[config.mk]
export PLATFORM = sky130hd
export DESIGN_NAME = pmem_arbiter
export DESIGN_NICKNAME = d
export VERILOG_FILES = /design/src/rtl/arb_types.sv /design/src/rtl/rr_picker.sv /design/src/rtl/pmem_arbiter.sv
export SDC_FILE = /design/constraint.sdc
export NUM_CORES = 1
export LEC_CHECK = 0
export ABC_AREA = 0
export ABC_CLOCK_PERIOD_IN_PS = 18500
export BUFFER_PORTS_ARGS = -buffer_cell sky130_fd_sc_hd__buf_2
export CAP_MARGIN = 0
export CORE_AREA = 2 2 270 272
export DETAILED_ROUTE_END_ITERATION = 6
export DIE_AREA = 0 0 272 274
export PLACE_DENSITY = 0.5
export SYNTH_ARGS = -nofsm -noshare
export SYNTH_HDL_FRONTEND = slang
export SYNTH_SLANG_ARGS = --single-unit
[constraint.sdc]
create_clock -name clk -period 18.5 [get_ports clk]
set_input_delay 3.7 -clock clk [delete_from_list [all_inputs] [get_ports clk]]
set_output_delay 3.7 -clock clk [all_outputs]
set_load 0.005 [all_outputs]
[src/rtl/arb_types.sv]
// Shared types for the physical-memory arbiter: FSM states, transaction op and channel limit.
package arb_types;

  localparam int unsigned ARB_MAX_CH = 8;

  typedef enum logic [1:0] {
    IDLE,
    BUSY,
    DONE
  } arb_state_t;

  typedef enum logic {
    OP_READ,
    OP_WRITE
  } arb_op_t;

endpackage

[src/rtl/rr_picker.sv]
// Combinational winner selection: round-robin from ptr_i+1 with wrap, or lowest index first.
module rr_picker #(
  parameter int unsigned NUM_CH = 2
) (
  input  logic [NUM_CH-1:0]         req_i,
  input  logic [$clog2(NUM_CH)-1:0] ptr_i,
  input  logic                      rr_mode_i,
  output logic                      valid_o,
  output logic [$clog2(NUM_CH)-1:0] idx_o
);

  localparam int unsigned IdW = $clog2(NUM_CH);

  int unsigned cand;

  always_comb begin
    valid_o = |req_i;
    idx_o   = '0;
    cand    = 0;
    // Scan from farthest to nearest candidate so the nearest hit is the last assignment.
    for (int k = NUM_CH; k >= 1; k--) begin
      cand = rr_mode_i ? ((int'(ptr_i) + unsigned'(k)) % NUM_CH) : (unsigned'(k) - 1);
      if (req_i[cand[IdW-1:0]]) begin
        idx_o = cand[IdW-1:0];
      end
    end
  end

endmodule

[src/rtl/pmem_arbiter.sv]
// N-channel arbiter in front of a single pmem port; one registered transaction at a time.
module pmem_arbiter
  import arb_types::*;
#(
  parameter int unsigned NUM_CH     = 2,
  parameter int unsigned ADDR_WIDTH = 16,
  parameter int unsigned LINE_WIDTH = 128,
  parameter int unsigned RR_MODE    = 1
) (
  input  logic                           clk,
  input  logic                           reset,
  input  logic [NUM_CH-1:0]              ch_read,
  input  logic [NUM_CH-1:0]              ch_write,
  input  logic [NUM_CH*ADDR_WIDTH-1:0]   ch_address,
  input  logic [NUM_CH*LINE_WIDTH-1:0]   ch_wdata,
  output logic [LINE_WIDTH-1:0]          ch_rdata,
  output logic [NUM_CH-1:0]              ch_resp,
  output logic [$clog2(NUM_CH)-1:0]      grant_id,
  output logic                           busy,
  output logic [ADDR_WIDTH-1:0]          pmem_address,
  output logic [LINE_WIDTH-1:0]          pmem_wdata,
  output logic                           pmem_read,
  output logic                           pmem_write,
  input  logic [LINE_WIDTH-1:0]          pmem_rdata,
  input  logic                           pmem_resp
);

  localparam int unsigned IdW = $clog2(NUM_CH);

  arb_state_t            state_q;
  arb_op_t               op_q;
  logic [IdW-1:0]        grant_q;
  logic [IdW-1:0]        ptr_q;
  logic [ADDR_WIDTH-1:0] addr_q;
  logic [LINE_WIDTH-1:0] wdata_q;
  logic [LINE_WIDTH-1:0] rdata_q;
  logic [NUM_CH-1:0]     resp_q;
  logic                  busy_q;

  logic [NUM_CH-1:0]     req;
  logic                  win_valid;
  logic [IdW-1:0]        win_idx;

  assign req = ch_read | ch_write;

  rr_picker #(
    .NUM_CH(NUM_CH)
  ) u_picker (
    .req_i    (req),
    .ptr_i    (ptr_q),
    .rr_mode_i(RR_MODE != 0),
    .valid_o  (win_valid),
    .idx_o    (win_idx)
  );

  always_ff @(posedge clk or posedge reset) begin
    if (reset) begin
      state_q <= IDLE;
      op_q    <= OP_READ;
      grant_q <= '0;
      ptr_q   <= IdW'(NUM_CH - 1);
      addr_q  <= '0;
      wdata_q <= '0;
      rdata_q <= '0;
      resp_q  <= '0;
      busy_q  <= 1'b0;
    end else begin
      case (state_q)
        IDLE: begin
          if (win_valid) begin
            grant_q <= win_idx;
            addr_q  <= ch_address[win_idx*ADDR_WIDTH +: ADDR_WIDTH];
            wdata_q <= ch_wdata[win_idx*LINE_WIDTH +: LINE_WIDTH];
            op_q    <= ch_write[win_idx] ? OP_WRITE : OP_READ;
            busy_q  <= 1'b1;
            state_q <= BUSY;
          end
        end
        BUSY: begin
          if (pmem_resp) begin
            rdata_q <= pmem_rdata;
            resp_q  <= NUM_CH'(1) << grant_q;
            busy_q  <= 1'b0;
            state_q <= DONE;
          end
        end
        DONE: begin
          resp_q <= '0;
          if (RR_MODE != 0) begin
            ptr_q <= grant_q;
          end
          state_q <= IDLE;
        end
        default: begin
          resp_q  <= '0;
          busy_q  <= 1'b0;
          state_q <= IDLE;
        end
      endcase
    end
  end

  // Strobes derive only from registers so reset drops them without waiting for a clock.
  assign pmem_read    = busy_q & (op_q == OP_READ);
  assign pmem_write   = busy_q & (op_q == OP_WRITE);
  assign busy         = busy_q;
  assign pmem_address = addr_q;
  assign pmem_wdata   = wdata_q;
  assign ch_rdata     = rdata_q;
  assign ch_resp      = resp_q;
  assign grant_id     = grant_q;

endmodule

Word-level counts from Yosys, hierarchy flattened. Cells that the tools add are included.

Register bits after elaboration: 280. Input port bits: 423. Output and inout bits: 278. Logic and storage cells: 51.

Add/sub/neg operators: 2. $lt $le $gt $ge: 3. Equality and inequality tests: 4. Shifts and indexed selects: 3. Muxes and demuxes: 17. Bitwise gates (word level): 6. Reduce and logical (&&, ||, !) cells: 7.

Operators with widths (count): $shiftx 256x9->128 (1); $shiftx 32x6->16 (1); $mux 1 (11); $pmux 2 s2 (2); $reduce_and 2->1 (4); $lt 1x2->1 const B (3); $mux 2 (3); $not 1->1 (3); $pmux 1 s3 (1); $reduce_and 3->1 (1); $add 1x1->1 const B (2); $and 1x1->1 (2); $eq 2x1->1 const B (1); $eq 2x2->1 const B (1); $logic_not 2->1 (1); $ne 2x1->1 const B (1); $ne 2x2->1 const B (1); $or 2x2->2 (1); $reduce_or 2->1 (1); $shl 1x1->2 const A (1).

Longest topological paths before layout.
Depth after elaboration: 8. Gate-level depth with buffers: 6. Depth with buffers taken out: 3.

By module. A second synthesis with hierarchy kept.

Cell total of the unflattened synthesis: 935. Area, all modules: 11726.2 sq um.

By module, submodules not included: pmem_arbiter (times used 1, cells each 932, area an instance 11706.2 sq um, seq. area each 7008.0 sq um); rr_picker (times used 1, cells each 3, area an instance 20.0 sq um, seq. area each 0.0 sq um).

Worst setup path before layout. OpenSTA, ideal clock, no wires.

Path kind: input -> register. Start: input port ch_read[1]. End: register wdata_q[10] (netlist: pmem_wdata[10]). Setup time: 0.131 ns. Data arrival time: 4.701 ns. Required time: 18.369 ns. Setup slack: 13.668 ns. Cell stages on the path: 6. Buffers on the path: 3. Cells stage by stage: or2_1 buf_2 buf_2 buf_2 a311oi_1 a2bb2oi_1.

Longest elaborated chain between the ends: 6. Elaborated cells on any way between the ends: 10. Classes of those cells: 1 x shift; 6 x mux; 1 x bitwise; 2 x reduce/logical.

RTL lines: from (decl) (RTL line pmem_arbiter.sv:12) `input logic [NUM_CH-1:0] ch_read,`; $or 2x2->2 (*) (RTL line pmem_arbiter.sv:44) `assign req = ch_read | ch_write;`; $mux 1 (implied by the code) (2 in series) (RTL line rr_picker.sv:23) `if (req_i[cand[IdW-1:0]]) begin`; $mux 1 (2 in series) (RTL line rr_picker.sv:23); $shiftx 256x9->128 (RTL line pmem_arbiter.sv:73) `wdata_q <= ch_wdata[win_idx*LINE_WIDTH +: LINE_WIDTH];`; to (signal assigned) (RTL line pmem_arbiter.sv:73); to (decl) (RTL line pmem_arbiter.sv:35) `logic [LINE_WIDTH-1:0] wdata_q;`.

Every way passes the cells marked *; elsewhere a longest branch is shown, timed or not. The select of a mux whose other input is x is not followed. A chain may end at the register's enable or synchronous reset.

Worst setup path in the final report.
Start: input port ch_write[0]. End: register wdata_q[56] (netlist: pmem_wdata[56]).

Longest elaborated chain between the ends: 6. Elaborated cells on any way between the ends: 10. Classes of those cells: 1 x shift; 6 x mux; 1 x bitwise; 2 x reduce/logical.

RTL lines: from (decl) (RTL line pmem_arbiter.sv:13) `input logic [NUM_CH-1:0] ch_write,`; $or 2x2->2 (*) (RTL line pmem_arbiter.sv:44); $mux 1 (implied by the code) (2 in series) (RTL line rr_picker.sv:23); $mux 1 (2 in series) (RTL line rr_picker.sv:23); $shiftx 256x9->128 (RTL line pmem_arbiter.sv:73).

Marked as above.

==> results.toml <==
[outcome]
outcome = "finished, final reports clean"

[worst_hold_path]
whs_path_depth = 1
min_path_type = "reg2reg"

[global_route]
met3_usage = 0.0415
grt_util_met1 = 0.164
grt_max_degree = 90
grt_usage = 0.134
grt_use_met2 = 0.225
overflow = 0
grt_pass1_wl_um = 77000
antenna_found_initial = 9
first_global_vias = 12100
grt-busiest-layer = "met2"

[worst_setup_path]
endpoint_kind = "flip-flop"
path_class = "in2reg"
cp-start-kind = "primary input"
worstPathRequired_ps = 18940
regToRegSetupSlack_ps = 15680
crit_fanout = 77
ff2ff_path_depth = 5
crit_arrival_ps = 6370
crit_chain = "buf_2 > nor4_4 > buf_4 > nor2_4 > buf_4 > buf_4 > a2bb2oi_1"
crit_top_cell = "buf_4"
critPathMaxStageDelay_ps = 840
cpMaxStageDelayCell = "buf_4"

[route]
first_pass_iters = 6
drc_errors = 0
wl_per_cell_um = 20.4
dr_total_vias = 11900
initialDrtViolationCount = 752
vias_per_cell = 4.54
routed_wl_um = 53400
ant_nets = 0

[pwr]
p_sw_mw = 0.948
p_leak_nw = 7.95
combPwrFrac = 0.367
clkPwrFrac = 0.252
power_density_mw_per_mm2 = 154
swShare = 0.343
internal-power_mw = 1.82
seqPwrFrac = 0.380
irDropWorstVdd_uv = 70.3

[sta]
rsz0062_at_grt = "false"
setup_viol = 0
maxSlewHeadroom = 0.280
max_clock_freq_ghz = 0.169
drv_slew = 0
final-hold-violation-count = 0
fin_tns_setup_ps = 0
worst_pin_slew_ps = 1080
period_share = 0.321
finalWorstSetupSlack_ps = 12570
holdWs_ps = 498
skew_ps = 20.6
period_needed_ps = 5930

[finish]
seq_area_sq_mm = 0.00701
final_common_cell = "buf_2"
fill_cells = 7688
fin_area_sq_mm = 0.0179
drive_above_1_share = 0.551
multi_input_area_sq_mm = 0.00493
fin_nets = 2054
syn2layout_area_growth_pct = 43.8
most-common-layout-cells = "buf_2, dfrtp_1, o21ai_0"

[synthesis]
syn_area_per_cell_sq_um = 12.5
ys_seq_area_frac = 0.562
ys_seq_elements = 280
ys_warn_count = 0
postSynthCellCount = 1000
synth.distinct_cells = 35
synth_area_sq_mm = 0.0125
synth_fp_nets = 1423

[placed_design]
placed_cell_area_sq_mm = 0.0168
numPortBuffers = 700
gp_congestion = 0.823
dp_hpwl_um = 37500
dp_slack_ps = 11950

[floorplanning]
die_x_um = 272
initial_core_util = 0.173
fp-row-count = 99
die_y_um = 274
die_area_sq_mm = 0.0745
core-area_sq_mm = 0.0720
pin_count = 701

[clock_network]
clock_latency_ps = 540
cts_tree = "yes"
numCtsBuffers = 35
hold_buffers = 0
cts_max_level = 2
clock_sinks = 280
clk_pin_slew_ps = 60
postCtsResizedCells = 0
post_cts_buffers = 0
ctsLongestPathBuffers = 3
root_buffer = "clkbuf_16"

[run]
cap_violations = 0
-- stage by stage --
stage	instances	power (mW)	util
global route	2613	2.94	0.249
detailed placement	2553	2.09	0.233
CTS	2611	2.81	0.249
finish	2613	2.77	0.249
floorplan	1000	1.55	-
global placement	2553	2.07	0.233
-- cells in the mapped netlist (all sizes together) --
library cell,count,area share
dfrtp,279,0.56
o21ai,148,0.060
a2bb2oi,144,0.10
a311oi,144,0.10
mux2,128,0.12
buf,70,0.029
clkbuf,54,0.016
nand2,6,0.0018
a21oi,4,0.0016
nor2,4,0.0020
or2,3,0.0015
inv,2,0.00060
a21o,1,0.00060
and2,1,0.00050
dfstp,1,0.0021
nand2b,1,0.00050
nand3,1,0.00040
nand3b,1,0.00060
nor2b,1,0.00050
nor3,1,0.00040
nor3b,1,0.00060
nor4,1,0.0017
o211a,1,0.00080
o21a,1,0.00060
o31ai,1,0.00060
or4,1,0.00060
-- cell type report --
class,count,area share
multi-input combinational,594,0.275
inverter,2,0.000837
clock inverter,15,0.0112
timing repair buffer,718,0.203
clock buffer,43,0.0527
antenna,2,0.000279
tap,959,0.0669
sequential,280,0.391
-- logic make-up (layout without fill, tap and decap cells) --
| group | count (synthesis) | after routing | share of synthesized area |
|---|---|---|---|
| DFF | 280 | 280 | 0.562 |
| and+or+nand+nor | 22 | 22 | 0.0111 |
| AOI/OAI and AO/OA | 444 | 444 | 0.266 |
| other | 0 | 2 | 0 |
| buffers and inverters | 126 | 778 | 0.0456 |
| muxes | 128 | 128 | 0.116 |
-- registers in the layout, indices dropped and copies added, names as in the netlist --
register      flops
pmem_address     16
ch_rdata        128
ptr_q             1
ch_resp           2
pmem_wdata      128
op_q              1
busy              1
grant_id          1
state_q           2
-- final timing paths --
| check | startpoint | end |
|---|---|---|
| min in group asynchronous | reset | ch_rdata[97] |
| max in group asynchronous | reset | pmem_wdata[62] |
| hold / removal | ch_rdata[77] | ch_rdata[77] |
| setup reg to reg | state_q[1] | pmem_wdata[56] |
| hold reg to reg | ch_rdata[77] | ch_rdata[77] |
| setup / recovery | ch_write[0] | pmem_wdata[56] |
-- power by group through the flow --
stage	Sequential (mW)	Combinational, mW	Clock, mW
after floorplan	1.06	0.491	0
after global placement	1.06	1.02	0
after detailed placement	1.05	1.03	0
after CTS	1.05	1.03	0.727
after global routing	1.09	1.10	0.750
final	1.05	1.02	0.698
-- layer usage --
| metal | wire length, um | up-vias |
|---|---|---|
| li1 | - | 5232 |
| met1 | 21100 | 5905 |
| met2 | 25900 | 641 |
| met3 | 4760 | 87 |
| met4 | 1530 | 6 |
| met5 | 34 | - |
-- critical path: cells and delay by family --
family,cells,cell delay (ps)
AOI/OAI and AO/OA,1,220
and+or+nand+nor,2,260
buffers and inverters,4,2140
No activity file was read; power rests on OpenSTA's default activity.
